$ cat config.mk
export PLATFORM = sky130hd
export DESIGN_NAME = mem_arbiter
export DESIGN_NICKNAME = d
export VERILOG_FILES = /design/src/rtl/mem_arb_pkg.sv /design/src/rtl/arb_rr2.sv /design/src/rtl/mem_arbiter.sv
export SDC_FILE = /design/constraint.sdc
export NUM_CORES = 1
export LEC_CHECK = 0
export CAP_MARGIN = 20
export CORE_ASPECT_RATIO = 0.5
export CORE_MARGIN = 10
export CORE_UTILIZATION = 40
export CTS_CLUSTER_SIZE = 28
export DETAILED_ROUTE_END_ITERATION = 10
export PLACE_DENSITY = 0.88
export SLEW_MARGIN = 40
export SYNTH_ARGS = -nofsm -noshare
export SYNTH_HDL_FRONTEND = slang
export SYNTH_SLANG_ARGS = --single-unit
$ cat constraint.sdc
create_clock -name clk -period 2.38 [get_ports clk]
set_input_delay 0.238 -clock clk [delete_from_list [all_inputs] [get_ports clk]]
set_output_delay 0.238 -clock clk [all_outputs]
set_load 0.005 [all_outputs]
$ cat src/rtl/mem_arb_pkg.sv
// ----------------------------------------------------------------------------
// mem_arb_pkg : shared types and constants for the two-port memory arbiter
// Revision    : 1.0
// ----------------------------------------------------------------------------
`default_nettype none

package mem_arb_pkg;

    localparam int NPORTS = 2;

    typedef enum logic [1:0] {
        IDLE   = 2'd0,
        ACCESS = 2'd1,
        RDATA  = 2'd2
    } state_t;

endpackage

`default_nettype wire

$ cat src/rtl/arb_rr2.sv
// ----------------------------------------------------------------------------
// arb_rr2 : two-requester winner select, round-robin or port-0 fixed priority
// Revision: 1.0
// ----------------------------------------------------------------------------
`default_nettype none

module arb_rr2
    import mem_arb_pkg::*;
(
    input  logic [NPORTS-1:0] req,
    input  logic              last,
    input  logic              rr,
    output logic              winner
);

    always_comb begin
        winner = 1'b0;
        if (&req) begin
            winner = rr ? ~last : 1'b0;
        end else if (req[1]) begin
            winner = 1'b1;
        end
    end

endmodule

`default_nettype wire

$ cat src/rtl/mem_arbiter.sv
// ----------------------------------------------------------------------------
// mem_arbiter : shares one single-cycle memory between two requesters
// Revision    : 1.0
// ----------------------------------------------------------------------------
`default_nettype none

module mem_arbiter
    import mem_arb_pkg::*;
#(
    parameter int RR = 1,
    parameter int AW = 32
) (
    input  logic          clk,
    input  logic          rst_n,
    input  logic          m0_req,
    input  logic          m0_we,
    input  logic [AW-1:0] m0_addr,
    input  logic [31:0]   m0_wdata,
    input  logic [3:0]    m0_wmask,
    output logic          m0_gnt,
    output logic [31:0]   m0_rdata,
    output logic          m0_rvalid,
    input  logic          m1_req,
    input  logic          m1_we,
    input  logic [AW-1:0] m1_addr,
    input  logic [31:0]   m1_wdata,
    input  logic [3:0]    m1_wmask,
    output logic          m1_gnt,
    output logic [31:0]   m1_rdata,
    output logic          m1_rvalid,
    output logic [AW-1:0] mem_addr,
    output logic          mem_rstrb,
    output logic [31:0]   mem_wdata,
    output logic [3:0]    mem_wmask,
    input  logic [31:0]   mem_rdata
);

    state_t                  state_q, state_d;
    logic                    win_q, we_q, last_q;
    logic [AW-1:0]           addr_q;
    logic [31:0]             wdata_q;
    logic [3:0]              wmask_q;
    logic [NPORTS-1:0][31:0] rdata_q;
    logic [NPORTS-1:0]       rvalid_q;

    logic [NPORTS-1:0]       w_req;
    logic                    w_winner;
    logic                    w_accept;

    assign w_req    = {m1_req, m0_req};
    assign w_accept = (state_q == IDLE) && (|w_req);

    arb_rr2 u_arb (
        .req    (w_req),
        .last   (last_q),
        .rr     (RR != 0),
        .winner (w_winner)
    );

    always_ff @(posedge clk or negedge rst_n) begin
        if (!rst_n) begin
            state_q <= IDLE;
        end else begin
            state_q <= state_d;
        end
    end

    always_comb begin
        state_d = state_q;
        case (state_q)
            IDLE:    if (|w_req) state_d = ACCESS;
            ACCESS:  state_d = we_q ? IDLE : RDATA;
            RDATA:   state_d = IDLE;
            default: state_d = IDLE;
        endcase
    end

    // The winner's command is captured at acceptance so requesters may drop
    // or change their inputs as soon as they see the grant.
    always_ff @(posedge clk or negedge rst_n) begin
        if (!rst_n) begin
            win_q    <= 1'b0;
            we_q     <= 1'b0;
            last_q   <= 1'b1;
            addr_q   <= '0;
            wdata_q  <= '0;
            wmask_q  <= '0;
            rdata_q  <= '0;
            rvalid_q <= '0;
        end else begin
            rvalid_q <= '0;
            if (w_accept) begin
                win_q   <= w_winner;
                last_q  <= w_winner;
                we_q    <= w_winner ? m1_we    : m0_we;
                addr_q  <= w_winner ? m1_addr  : m0_addr;
                wdata_q <= w_winner ? m1_wdata : m0_wdata;
                wmask_q <= w_winner ? m1_wmask : m0_wmask;
            end
            if (state_q == RDATA) begin
                rdata_q[win_q]  <= mem_rdata;
                rvalid_q[win_q] <= 1'b1;
            end
        end
    end

    always_comb begin
        m0_gnt    = 1'b0;
        m1_gnt    = 1'b0;
        mem_rstrb = 1'b0;
        mem_wmask = 4'b0;
        if (state_q == ACCESS) begin
            m0_gnt    = ~win_q;
            m1_gnt    = win_q;
            mem_rstrb = ~we_q;
            mem_wmask = we_q ? wmask_q : 4'b0;
        end
    end

    assign mem_addr  = addr_q;
    assign mem_wdata = wdata_q;
    assign m0_rdata  = rdata_q[0];
    assign m1_rdata  = rdata_q[1];
    assign m0_rvalid = rvalid_q[0];
    assign m1_rvalid = rvalid_q[1];

endmodule

`default_nettype wire

==> results by group <==
Drt
  – Detailed Route WL: 19.5 mm
  – Routed wire per std cell: 21.5 µm
  – DR pass1 iterations: 6
  – Vias per cell: 4.75
  – Number of DRC markers in iteration 0: 147
  – Routed Antenna Nets: 0
  – Vias: 4327
  – Drc violations: 0

Global routing
  – GRT Resource Usage Total: 17.8%
  – Pin count of the biggest net entering global routing: 58
  – Vias in the first global route: 4814
  – First-pass GRT wire length: 29.0 mm
  – Initial antenna violation count: 0
  – Grt ovf: 0

Floorplanning
  – Die area: 20900 µm²
  – Rows: 31
  – Core area: 14700 µm²
  – I/O Pins: 311
  – Die height: 107 µm
  – Die Wd: 194 µm
  – Initial Util: 41.4%

Timing
  – Final period util: 90.4%
  – Fin. Hold Viols: 0
  – RSZ-0062 raised after global routing: false
  – Count of final setup violators: 0
  – Worst setup slack after layout: 229 ps
  – Skew final: 10.4 ps
  – Final slew viol count: 0
  – Setup TNS: 0 ps
  – Fin crit period: 2150 ps
  – Rel. slew slack: 65.6%
  – Hold Slack: 258 ps
  – Max Freq: 465 MHz
  – Worst Tran Pin Value: 516 ps

Critical path
  – CP max FO: 5
  – CP arrival: 1910 ps
  – Reg2Reg Setup Slack: 550 ps
  – RR Startpoint: last_q
  – Reg2reg path depth: 4
  – Worst Path Required: 2140 ps
  – Worst setup EP type: primary output
  – Critical path startpoint category: register
  – Crit Path Category: reg2out
  – R2r endpoint: mem_addr[1]

Logic synthesis
  – Post-Synthesis Cells: 381
  – Register area share after synthesis: 57.1%
  – Synth cell types: 18
  – Mapped Nets: 555
  – Top post-synthesis cells by area: dfrtp_1, mux2_2, mux2_4
  – Seq cells post-synth: 139
  – YS warnings: 0
  – Share of the synthesized area in the top cell type: 56.7%
  – Area of the mapped netlist: 6090 µm²
  – Syn_area_per_cell: 16.0 µm²
  – Largest area contributor in the netlist: dfrtp_1

Clocking
  – Largest buffer count on any clock path: 2
  – Clock root buffer: clkbuf_16
  – Maximum level of the CTS H-tree: 4
  – Skew-Pair Late Insertion Delay: 400 ps
  – TritonCTS Buffers: 17
  – Clk slew on worst S/H paths: 60 ps
  – Post-CTS Setup Bufs: 0
  – CTS tree: built
  – # clock sinks: 139

Power and ir drop
  – Net Sw Frac: 27.7%
  – Clock share of power: 22.2%
  – Worst VDD drop: 0.687 mV
  – Sequential share of power: 33.4%
  – Combinational fraction of design power: 44.4%
  – Power, Total: 12.7 mW
  – Sw power: 3.52 mW
  – Int Power: 9.20 mW
  – P_leak: 4.17 nW
  – Pwr dens: 1260 nW/µm²

Hold path
  – Worst min path class: in2async

Place
  – Placed Instance Area: 9450 µm²
  – Port Buf Inserts: 310
  – Final HPWL DP: 15.3 mm
  – GP Congestion: 0.785
  – Dpl ws: 313 ps
  – Placed cells: 877

Final layout
  – Area grow syn2layout: 65.8%
  – Core Util, Final: 68.7%
  – Fraction of layout cells with a size suffix above 1: 35.0%
  – Number of fill cells in the layout: 1014
  – Number of diodes: 0
  – Final Cell Area: 10100 µm²
  – Post-route insts no fill: 910
  – Post-layout nets: 873

Flow run
  – Max Cap Viol: 0

Run status
  – Status: finished clean
==> power groups by stage <==
stage               combinational [mW]  clock [mW]  sequential [mW]
finish                            5.65        2.82             4.25
global route                      5.98        2.98             4.40
CTS                               5.77        2.89             4.26
detailed placement                5.74           0             4.29
global placement                  5.62           0             4.21
floorplan                         2.25           0             4.30
==> synthesized netlist by cell type <==
library cell  instances
a21bo_1               1
a21boi_0              1
and2_1                1
and3_1                4
buf_2                18
buf_6                 2
buf_8                 1
dfrtp_1             138
dfstp_2               1
inv_1                 1
mux2_2              184
mux2_4               20
nand2b_1              1
nand3b_1              1
nor2_1                4
nor2b_1               1
nor3_2                1
nor3b_2               1
==> cell type report <==
class | count | area, µm² | share of cell area [%]
timing repair buffer | 320 | 3230 | 32.0
tap | 198 | 248 | 2.45
multi-input combinational | 220 | 2500 | 24.7
clock buffer | 19 | 443 | 4.39
inverter | 1 | 3.75 | 0.0372
sequential | 139 | 3480 | 34.5
clock inverter | 13 | 191 | 1.90
==> worst max-delay path by stage <==
stage,startpoint,cells past startpoint,slack (ps),end
CTS,state_q[0],3,220,mem_wmask[1]
detailed placement,m0_req,5,310,mem_wdata[21]
finish,state_q[0],3,230,mem_wmask[1]
global placement,m0_req,5,350,mem_wdata[6]
global route,state_q[0],3,130,mem_wmask[2]
floorplan,last_q,6,710,mem_wdata[22]
==> cell families (layout without fill, tap and decap cells) <==
group	Yosys count	after routing	synth area share [%]
multiplexers	204	204	39.0
flip-flops	139	139	57.1
buffers and inverters	22	353	2.16
AND/OR/NAND/NOR	14	14	1.46
AO/OA/AOI/OAI	2	2	0.288
==> worst max-delay path: stages (launching register included) <==
cell	delay [ps]
dfrtp_1	490
nor2b_1	320
and3_1	200
clkdlybuf4s50_1	520
==> per-layer routing <==
metal / vias to the layer above / global-route usage, % / wire length (µm)
met4: 0 / 3.88 / 129
met5: - / 0 / 0
met1: 2238 / 18.3 / 7090
li1: 2005 / - / -
met3: 6 / 3.54 / 757
met2: 78 / 36.6 / 11600
==> cell usage in the layout (no fill, tap or decap) <==
cell type | netlist | routed
inv_6 | 0 | 2
nand3b_1 | 1 | 1
bufinv_16 | 0 | 4
a21bo_4 | 0 | 1
clkinv_2 | 0 | 1
clkbuf_8 | 0 | 1
nor3b_4 | 0 | 1
nor2b_1 | 1 | 1
clkdlybuf4s50_1 | 0 | 309
dfrtp_1 | 138 | 138
buf_12 | 0 | 4
mux2_2 | 184 | 184
dfstp_2 | 1 | 1
and3_1 | 4 | 4
mux2_4 | 20 | 20
clkinv_4 | 0 | 3
dlygate4sd3_1 | 0 | 1
buf_6 | 2 | 1
nand2b_1 | 1 | 1
buf_4 | 0 | 5
nor3_4 | 0 | 1
nor2_1 | 4 | 4
clkbuf_1 | 0 | 1
clkbuf_16 | 0 | 17
inv_1 | 1 | 1
clkinvlp_4 | 0 | 3
and2_1 | 1 | 1
a21boi_0 | 1 | 1
==> state kept, by name, summed over array words and instances (netlist names) <==
register,flops
m0_rdata,32
win_q,1
state_q,2
m1_rdata,32
last_q,1
mem_wdata,32
mem_addr,32
rvalid_q,2
we_q,1
wmask_q,4
==> what timing repair did <==
| item | 4_1_cts | 5_1_grt |
|---|---|---|
| gates resized for setup | 0 | 0 |
| hold endpoints to repair | 73 | 0 |
| hold buffers | 1 | 0 |
(Power assumes the default switching activity.)
